$ cat src/rtl/alu_seq_pkg.sv
// alu_seq_pkg: shared op_code encodings and response record for the ALU command sequencer.
// Latency: n/a (types and constants only).
// Backpressure: n/a.
// Contents: OP_* op_code values driven on alu_op_code; alu_rsp_t is the {result, tag}
// response record at the default 32-bit result / 4-bit tag configuration.
package alu_seq_pkg;

  localparam logic [1:0] OP_ADD = 2'b00;
  localparam logic [1:0] OP_SUB = 2'b01;
  localparam logic [1:0] OP_AND = 2'b10;
  localparam logic [1:0] OP_OR  = 2'b11;

  localparam int RSP_RESULT_W = 32;
  localparam int RSP_TAG_W    = 4;

  typedef struct packed {
    logic [RSP_RESULT_W-1:0] result;
    logic [RSP_TAG_W-1:0]    tag;
  } alu_rsp_t;

endpackage

$ cat src/rtl/alu_rsp_fifo.sv
// alu_rsp_fifo: synchronous first-word-fall-through FIFO holding tagged ALU responses.
// Latency: a push at edge N is visible on o_head_dat / !o_empty after edge N.
// Backpressure: push into a full FIFO is dropped unless a pop happens in the same cycle.
// Ports: clk/rst (sync, active-high); i_push/i_push_dat write side; i_pop read side;
// o_head_dat oldest entry; o_count occupancy; o_full/o_empty status.
module alu_rsp_fifo #(
  parameter int DEPTH = 4,
  parameter int W     = 8
) (
  input  logic                   clk,
  input  logic                   rst,
  input  logic                   i_push,
  input  logic [W-1:0]           i_push_dat,
  input  logic                   i_pop,
  output logic [W-1:0]           o_head_dat,
  output logic [$clog2(DEPTH):0] o_count,
  output logic                   o_full,
  output logic                   o_empty
);

  localparam int AW = $clog2(DEPTH);

  logic [W-1:0]  r_mem [DEPTH];
  logic [AW-1:0] r_wr_ptr;
  logic [AW-1:0] r_rd_ptr;
  logic [AW:0]   r_count;
  logic          w_push;
  logic          w_pop;

  // A pop on empty is ignored; a push on full is allowed only when it is
  // paired with a pop, so the slot it needs is being freed at the same edge.
  assign w_pop  = i_pop && !o_empty;
  assign w_push = i_push && (!o_full || w_pop);

  always_ff @(posedge clk) begin
    if (rst) begin
      r_wr_ptr <= '0;
      r_rd_ptr <= '0;
      r_count  <= '0;
    end else begin
      if (w_push) r_wr_ptr <= r_wr_ptr + AW'(1);
      if (w_pop)  r_rd_ptr <= r_rd_ptr + AW'(1);
      case ({w_push, w_pop})
        2'b10:   r_count <= r_count + (AW+1)'(1);
        2'b01:   r_count <= r_count - (AW+1)'(1);
        default: r_count <= r_count;
      endcase
    end
  end

  always_ff @(posedge clk) begin
    if (w_push) r_mem[r_wr_ptr] <= i_push_dat;
  end

  assign o_head_dat = r_mem[r_rd_ptr];
  assign o_count    = r_count;
  assign o_full     = (r_count == (AW+1)'(DEPTH));
  assign o_empty    = (r_count == '0);

endmodule

$ cat src/rtl/alu_cmd_sequencer.sv
// alu_cmd_sequencer: issues tagged commands to an external combinational ALU and returns tagged results.
// Latency: command accepted at edge N -> ALU operands in cycle N+1 -> FIFO write at N+RESULT_LAT -> rsp_valid after that edge.
// Backpressure: a response slot is reserved per accepted command; cmd_ready drops when no slot is free.
// Ports: clk/rst (sync, active-high); cmd_* command stream; alu_* registered ALU drive, alu_result ALU return;
// rsp_* response stream; busy = work in flight or responses pending.
// Option macro ALU_CHAIN_EN: cmd_chain substitutes the last written result for operand A, stalling
// chain commands while any result is still in flight. Without it cmd_chain is ignored.
module alu_cmd_sequencer
  import alu_seq_pkg::*;
#(
  parameter int WIDTH      = 32,
  parameter int TAG_W      = 4,
  parameter int RSP_DEPTH  = 4,
  parameter int RESULT_LAT = 1
) (
  input  logic             clk,
  input  logic             rst,
  input  logic             cmd_valid,
  output logic             cmd_ready,
  input  logic [1:0]       cmd_op,
  input  logic [WIDTH-1:0] cmd_a,
  input  logic [WIDTH-1:0] cmd_b,
  input  logic [TAG_W-1:0] cmd_tag,
  input  logic             cmd_chain,
  output logic [1:0]       alu_op_code,
  output logic [WIDTH-1:0] alu_operand_a,
  output logic [WIDTH-1:0] alu_operand_b,
  input  logic [WIDTH-1:0] alu_result,
  output logic             rsp_valid,
  input  logic             rsp_ready,
  output logic [WIDTH-1:0] rsp_result,
  output logic [TAG_W-1:0] rsp_tag,
  output logic             busy
);

  localparam int CW = $clog2(RSP_DEPTH) + 1;
  localparam logic [CW-1:0] DEPTH_C = CW'(RSP_DEPTH);

  typedef struct packed {
    logic [WIDTH-1:0] result;
    logic [TAG_W-1:0] tag;
  } rsp_t;

  logic [CW-1:0]         r_credit;
  logic [CW-1:0]         r_inflight;
  logic [RESULT_LAT-1:0] r_pipe_vld;
  logic [TAG_W-1:0]      r_pipe_tag [RESULT_LAT];

  logic                  w_accept;
  logic                  w_pop;
  logic                  w_wr;
  logic                  w_stall;
  logic [WIDTH-1:0]      w_op_a;
  rsp_t                  w_wr_dat;
  rsp_t                  w_head;
  logic [CW-1:0]         w_fifo_count;
  logic                  w_fifo_full_unused;
  logic                  w_fifo_empty;

  assign w_wr     = r_pipe_vld[RESULT_LAT-1];
  assign w_pop    = rsp_valid && rsp_ready;
  assign cmd_ready = !rst && (r_credit != '0) && !w_stall;
  assign w_accept = cmd_valid && cmd_ready;

`ifdef ALU_CHAIN_EN
  logic [WIDTH-1:0] r_last_result;

  // With nothing in flight, r_last_result already holds the newest written result.
  assign w_stall = cmd_chain && (r_inflight != '0);
  assign w_op_a  = cmd_chain ? r_last_result : cmd_a;

  always_ff @(posedge clk) begin
    if (rst)       r_last_result <= '0;
    else if (w_wr) r_last_result <= alu_result;
  end
`else
  logic w_chain_unused;

  assign w_chain_unused = cmd_chain;
  assign w_stall        = 1'b0;
  assign w_op_a         = cmd_a;
`endif

  // Operand registers hold their last value while idle so the ALU inputs never glitch.
  always_ff @(posedge clk) begin
    if (rst) begin
      alu_op_code   <= OP_ADD;
      alu_operand_a <= '0;
      alu_operand_b <= '0;
    end else if (w_accept) begin
      alu_op_code   <= cmd_op;
      alu_operand_a <= w_op_a;
      alu_operand_b <= cmd_b;
    end
  end

  // Credits count free response slots: reserved on accept, returned on pop.
  // In-flight count moves from pipe to FIFO on write without touching credits.
  always_ff @(posedge clk) begin
    if (rst) begin
      r_credit   <= DEPTH_C;
      r_inflight <= '0;
    end else begin
      case ({w_accept, w_pop})
        2'b10:   r_credit <= r_credit - CW'(1);
        2'b01:   r_credit <= r_credit + CW'(1);
        default: r_credit <= r_credit;
      endcase
      case ({w_accept, w_wr})
        2'b10:   r_inflight <= r_inflight + CW'(1);
        2'b01:   r_inflight <= r_inflight - CW'(1);
        default: r_inflight <= r_inflight;
      endcase
    end
  end

  // Tag pipe aligned with the ALU: the last stage marks the cycle alu_result is sampled.
  always_ff @(posedge clk) begin
    if (rst) begin
      r_pipe_vld <= '0;
    end else begin
      r_pipe_vld[0] <= w_accept;
      for (int i = 1; i < RESULT_LAT; i++) r_pipe_vld[i] <= r_pipe_vld[i-1];
    end
  end

  always_ff @(posedge clk) begin
    r_pipe_tag[0] <= cmd_tag;
    for (int i = 1; i < RESULT_LAT; i++) r_pipe_tag[i] <= r_pipe_tag[i-1];
  end

  assign w_wr_dat.result = alu_result;
  assign w_wr_dat.tag    = r_pipe_tag[RESULT_LAT-1];

  // Credits guarantee a write never meets a full FIFO, so the full flag is not needed here.
  alu_rsp_fifo #(
    .DEPTH (RSP_DEPTH),
    .W     (WIDTH + TAG_W)
  ) u_rsp_fifo (
    .clk        (clk),
    .rst        (rst),
    .i_push     (w_wr),
    .i_push_dat (w_wr_dat),
    .i_pop      (w_pop),
    .o_head_dat (w_head),
    .o_count    (w_fifo_count),
    .o_full     (w_fifo_full_unused),
    .o_empty    (w_fifo_empty)
  );

  assign rsp_valid  = !w_fifo_empty;
  assign rsp_result = w_head.result;
  assign rsp_tag    = w_head.tag;
  assign busy       = (r_inflight != '0) || (w_fifo_count != '0);

endmodule

$ cat config.mk
export PLATFORM = sky130hd
export DESIGN_NAME = alu_cmd_sequencer
export DESIGN_NICKNAME = d
export VERILOG_FILES = /design/src/rtl/alu_seq_pkg.sv /design/src/rtl/alu_rsp_fifo.sv /design/src/rtl/alu_cmd_sequencer.sv
export SDC_FILE = /design/constraint.sdc
export NUM_CORES = 1
export LEC_CHECK = 0
export ABC_AREA = 0
export CORE_MARGIN = 8
export CORE_UTILIZATION = 55
export CTS_CLUSTER_SIZE = 20
export DETAILED_ROUTE_END_ITERATION = 6
export DONT_BUFFER_PORTS = 1
export PLACE_DENSITY = 0.7
export SLEW_MARGIN = 20
export SYNTH_ARGS = -nofsm -noshare
export SYNTH_HDL_FRONTEND = slang
export SYNTH_SLANG_ARGS = --single-unit
export TNS_END_PERCENT = 50
$ cat constraint.sdc
create_clock -name clk -period 3.5 [get_ports clk]
set_input_delay 0.35 -clock clk [delete_from_list [all_inputs] [get_ports clk]]
set_output_delay 0.35 -clock clk [all_outputs]
set_load 0.03 [all_outputs]
==> flow_summary.json, run 1 <==
{
  "fin_nets": 780,
  "max_stage_delay_ns": 0.67,
  "reg2regPathDepth": 9,
  "max_cap_violations": 0,
  "ys_top_cells_by_area": "edfxtp_1 51%, dfxtp_1 20%, mux4_2 9.5%",
  "syn_nets": 682,
  "worstPathRequired_ns": 3.15,
  "ff2ff_setup_slack_ns": 1.06,
  "cts_tree": "built",
  "worst-path-stages": 2,
  "cp.arrival_ns": 2.19,
  "gp_congestion": 0.743,
  "seq_area_frac_synth_pct": 71.2,
  "core_area_mm2": 0.0151,
  "slew_viol_final": 0,
  "synth_commonest_cells": "144 x edfxtp_1, 86 x dfxtp_1, 68 x nand2_1, 68 x o21ai_0, 66 x nand2b_1",
  "cpLargestDelayFamily": "multiplexers",
  "post_cts_buffers": 0,
  "finalSetupViolCount": 0,
  "synth.most_common_cell": "edfxtp_1",
  "fin_crit_sh_pct": 72.6,
  "synth_cells": 566,
  "clock_path_buffers": 3,
  "ioPinCount": 212,
  "setup.worst_path.end_class": "output port",
  "max_slew_margin_pct": 29.5,
  "reg2reg_to": "r_credit[2]$_SDFFE_PP1P_",
  "ys_ff_latch": 230,
  "max_freq_mhz": 394,
  "clk_pin_slew_ns": 0.06,
  "synth_top_flop_cell": "edfxtp_1",
  "drc": 0,
  "r2r-start": "r_credit[0]$_SDFFE_PP0P_",
  "fin_util_pct": 68.2,
  "hold_slack_ns": 0.0451,
  "crit_chain": "buf_4 > mux4_2",
  "via_count": 4859,
  "register_area_mm2": 0.00605,
  "async_flop_share_pct": 0,
  "final.setup.tns_ns": 0,
  "synth_top_cell_by_area": "edfxtp_1",
  "pwr_density_cell_mw_per_mm2": 674,
  "dieArea_mm2": 0.0197,
  "cts_hold_buf": 101,
  "place.port_buffers": 0,
  "ys_types": 35,
  "tightest_slew_ns": 1.06,
  "first_pass_iters": 5,
  "drt-total-wl_mm": 18.4,
  "grt_max_degree": 134,
  "crit_fanout": 15,
  "dp_hpwl_mm": 11.0,
  "holdCritPathClass": "primary input to flop",
  "path_buf_inv": 1,
  "drt.antenna.violating_nets": 0,
  "grt_pass1_vias": 5268,
  "netlist_area_mm2": 0.00850,
  "clkLatencyLatePin_ns": 0.50,
  "initial_core_util_pct": 56.1,
  "grt_pass1_wl_mm": 28.7,
  "synth_warnings": 0,
  "finalHoldViolations": 0,
  "avgSynthCellArea_um2": 15.0,
  "grt_util_all_layers_pct": 18.5,
  "cts_root_buf": "clkbuf_16",
  "std_cell_rows": 45,
  "slowest_stage": "mux4_2",
  "path_class": "flop to output port",
  "numCtsBuffers": 23,
  "status": "complete, no violations",
  "fillers": 960,
  "die_h_um": 140,
  "place_inst": 726,
  "post_route_cells_drive_above_1_share_pct": 11.9,
  "stdcell_count": 870,
  "antenna_found_initial": 1,
  "overflow": 0,
  "vdd_drop_max_uv": 449,
  "yosys.area.top_type_share_pct": 50.9,
  "syn2layout_area_growth_pct": 21.5,
  "multiInputGateArea_mm2": 0.00230,
  "synth_edf_count": 144,
  "cp-start-kind": "flop",
  "rsz0062_at_grt": "false",
  "power_leakage_nw": 3.47,
  "initialDrtViolationCount": 406,
  "wire_per_inst_um": 21.2,
  "htreeDepth": 1,
  "clock_skew_ns": 0.00678,
  "endpoint": "rsp_result[14]",
  "cts_resized": 0,
  "clock_sinks": 230,
  "final.min_clock_period_ns": 2.54,
  "vias_per_cell": 5.59,
  "die_width_um": 140
}
==> power by group <==
part / leakage [nW] / internal (mW) / total [mW] / switching (mW)
Clock: 0.335 / 1.23 / 2.19 / 0.961
Sequential: 2.02 / 3.15 / 3.59 / 0.441
Combinational: 1.12 / 0.456 / 1.17 / 0.714
Total: 3.47 / 4.84 / 6.96 / 2.12
==> kinds of logic after synthesis <==
logic type               synth area share [%]
multiplexers                             10.0
adder cells (fa/ha/maj)                  1.59
flip-flops                               71.2
buffers and inverters                    1.84
XOR/XNOR                                0.928
AO/OA/AOI/OAI                            4.62
AND/OR/NAND/NOR                          9.82
==> cell type report <==
type	instances	share of cell area, %
antenna	1	0.0242
clock buffer	29	5.89
clock inverter	13	0.642
inverter	7	0.254
multi-input combinational	298	22.3
sequential	230	58.6
tap	188	2.28
timing repair buffer	104	10.0
==> registers in the layout, summed over array words and instances (netlist names), named ones only <==
| register | cells |
|---|---|
| u_rsp_fifo.r_mem | 144 |
| u_rsp_fifo.o_count | 3 |
| r_credit | 3 |
| r_pipe_vld | 1 |
| u_rsp_fifo.r_rd_ptr | 2 |
| alu_operand_a | 32 |
| alu_operand_b | 32 |
| u_rsp_fifo.r_wr_ptr | 2 |
| alu_op_code | 2 |
| r_inflight | 3 |
| r_pipe_tag | 4 |
==> layer usage <==
layer	GRT usage (%)	vias up	routed length (µm)
li1	-	2250	-
met1	21.3	2369	6920
met2	31.8	205	9220
met3	6.42	35	1890
met4	5.83	0	401
met5	0	-	0
==> cell usage in the layout (no fill, tap or decap), types with 4 or more instances in the layout <==
cell and instances:
clkbuf_1 5, inv_1 7, dlygate4sd3_1 101, nor2_1 15, and2_2 4, mux4_2 36, o21ai_0 68, ha_1 6
nand2b_1 66, xor2_1 6, clkbuf_16 23, dfxtp_1 84, edfxtp_1 144, nand2_1 68, clkinv_1 4, clkinv_2 7
==> worst register-to-register path: stages (launching register included) <==
cell and delay, ns:
dfxtp_1 0.34, nor3_1 0.43, nor3b_4 0.08, inv_1 0.09, ha_1 0.19, inv_1 0.06
fa_1 0.37, xor2_1 0.16, o21ai_0 0.14, or3b_2 0.46
==> stage by stage <==
| step | cell area (µm²) | power [mW] | worst slack [ns] |
|---|---|---|---|
| 2_1_floorplan | 8500 | 4.51 | 0.967 |
| 3_3_place_gp | 8640 | 4.67 | 1.15 |
| 3_5_place_dp | 8640 | 4.72 | 1.05 |
| 4_1_cts | 10300 | 7.01 | 0.874 |
| 5_1_grt | 10300 | 7.25 | 0.805 |
| 6_report | 10300 | 6.96 | 0.959 |
==> how the worst min path moves through the flow <==
stage                     from                              to  depth (start not counted)
floorplan           cmd_tag[0]        r_pipe_tag[0][0]$_DFF_P_                          0
global placement    cmd_tag[2]        r_pipe_tag[0][2]$_DFF_P_                          0
detailed placement  cmd_tag[2]        r_pipe_tag[0][2]$_DFF_P_                          0
CTS                  cmd_a[20]  alu_operand_a[20]$_SDFFE_PP0P_                          2
global route               rst  alu_operand_a[29]$_SDFFE_PP0P_                          2
finish               cmd_b[10]  alu_operand_b[10]$_SDFFE_PP0P_                          2
Note: power is estimated with default switching activity, not from simulation.
==> run 2, diff against run 1 <==
- clock period: 3.5 -> 2.65 ns (I/O delays scaled with it)
==> flow_summary.json, run 2 (synthesized netlist as in run 1, its figures left out) <==
{
  "die_width_um": 140,
  "via_count": 4910,
  "drt-total-wl_mm": 18.5,
  "dieArea_mm2": 0.0197,
  "clock_path_buffers": 3,
  "clkLatencyLatePin_ns": 0.48,
  "htreeDepth": 1,
  "reg_top3": "u_rsp_fifo.r_mem x144, alu_operand_a x32, alu_operand_b x32",
  "max_freq_mhz": 408,
  "max_slew_margin_pct": 29.6,
  "initialDrtViolationCount": 350,
  "core_area_mm2": 0.0151,
  "tightest_slew_ns": 1.06,
  "place.port_buffers": 0,
  "place_inst": 730,
  "cp-start-kind": "flop",
  "initial_core_util_pct": 56.1,
  "cts_root_buf": "clkbuf_16",
  "vias_per_cell": 5.61,
  "ioPinCount": 212,
  "cp.arrival_ns": 2.81,
  "final_cell_mix": "144 x edfxtp_1, 102 x dlygate4sd3_1, 84 x dfxtp_1",
  "cts_resized": 0,
  "max_cap_violations": 0,
  "clk_pin_slew_ns": 0.06,
  "cts_tree": "built",
  "clock_skew_ns": 0.0116,
  "holdCritPathClass": "primary input to flop",
  "worstPathRequired_ns": 3.01,
  "final.min_clock_period_ns": 2.45,
  "top_register": "u_rsp_fifo.r_mem",
  "gp_congestion": 0.739,
  "first_pass_iters": 4,
  "dp_hpwl_mm": 11.0,
  "slew_viol_final": 0,
  "die_h_um": 140,
  "grt_pass1_vias": 5194,
  "largest_reg_flops": 144,
  "fin_crit_sh_pct": 92.6,
  "final_common_cell": "edfxtp_1",
  "drt.antenna.violating_nets": 0,
  "overflow": 0,
  "std_cell_rows": 45,
  "numCtsBuffers": 23,
  "finalHoldViolations": 0,
  "stdcell_count": 876,
  "fillers": 938,
  "path_class": "flop to flop",
  "fin_nets": 786,
  "pwr_density_cell_mw_per_mm2": 889,
  "final.setup.tns_ns": 0,
  "wire_per_inst_um": 21.2,
  "power_leakage_nw": 3.55,
  "grt_pass1_wl_mm": 28.5,
  "status": "complete, no violations",
  "finalSetupViolCount": 0,
  "post_route_cells_drive_above_1_share_pct": 12.4,
  "finalPower_mw": 9.34,
  "antenna_found_initial": 1,
  "drc": 0,
  "grt_max_degree": 134,
  "rsz0062_at_grt": "false",
  "grt_util_all_layers_pct": 18.3,
  "crit_fanout": 3,
  "clock_sinks": 230,
  "setup.worst_path.end_class": "flop",
  "syn2layout_area_growth_pct": 23.7,
  "vdd_drop_max_uv": 555
}
==> run 2: routing by layer <==
layer | vias to the layer above | routed length [µm] | global-route usage, % | part of all wire, %
li1 | 2258 | - | - | -
met1 | 2396 | 6980 | 20.9 | 38
met2 | 219 | 9170 | 31.0 | 49
met3 | 37 | 1980 | 7.00 | 11
met4 | 0 | 412 | 5.89 | 2.2
met5 | - | 0 | 0 | 0
==> run 2: cell type report <==
| class | count | area [µm²] | share of cell area (%) |
|---|---|---|---|
| Timing Repair Buffer | 110 | 1180 | 11.2 |
| Sequential cell | 230 | 6050 | 57.6 |
| Clock inverter | 10 | 42.5 | 0.405 |
| Inverter | 7 | 26.3 | 0.250 |
| Clock buffer | 31 | 669 | 6.37 |
| Antenna cell | 2 | 5.00 | 0.0476 |
| Multi-Input combinational cell | 298 | 2300 | 21.9 |
| Tap cell | 188 | 235 | 2.24 |
==> run 2: critical path, stage by stage, from the launching register on <==
cell	delay, ns
dfxtp_1	0.35
nor3_1	0.39
nor3b_4	0.08
inv_1	0.09
ha_1	0.19
inv_1	0.06
fa_1	0.37
xor2_1	0.17
o21ai_0	0.18
or3b_2	0.45
==> run 2: worst paths after layout <==
kind / start / end / slack, ns / cells past startpoint
worst min-delay path: rst / u_rsp_fifo.o_count[2]$_SDFFE_PP0P_ / 0.02 / 2
worst max-delay path: r_credit[0]$_SDFFE_PP0P_ / r_credit[2]$_SDFFE_PP1P_ / 0.20 / 9
worst max register to register: r_credit[0]$_SDFFE_PP0P_ / r_credit[2]$_SDFFE_PP1P_ / 0.20 / 9
worst min register to register: r_pipe_tag[0][1]$_DFF_P_ / u_rsp_fifo.r_mem[3][1]$_DFFE_PP_ / 0.48 / 0
==> run 2: stage by stage <==
step / util, % / area, µm² / hold slack, ns / setup slack (ns)
2_1_floorplan: - / 8500 / 0.293 / 0.117
3_3_place_gp: 57.7 / 8740 / 0.293 / 0.322
3_5_place_dp: 57.7 / 8740 / 0.293 / 0.214
4_1_cts: 69.3 / 10500 / 0.00969 / 0.184
5_1_grt: 69.4 / 10500 / 0.0419 / 0.0603
6_report: 69.4 / 10500 / 0.0185 / 0.197
==> run 2: repair_timing <==
| action | CTS | global route |
|---|---|---|
| endpoints found under the hold margin | 213 | 0 |
| buffers inserted | 0 | 0 |
| hold buffers | 103 | 0 |
==> run 2: power breakdown <==
group	internal [mW]	total, mW	leakage, nW	switching (mW)
sequential	4.16	4.71	2.02	0.554
combinational	0.632	1.63	1.18	1.00
clock	1.76	2.99	0.355	1.23
==> run 3, diff against run 2 <==
- ABC_AREA: 0 -> not set
==> results of run 3 <==
The final DEF is identical to that of run 2; final timing and power are the same.
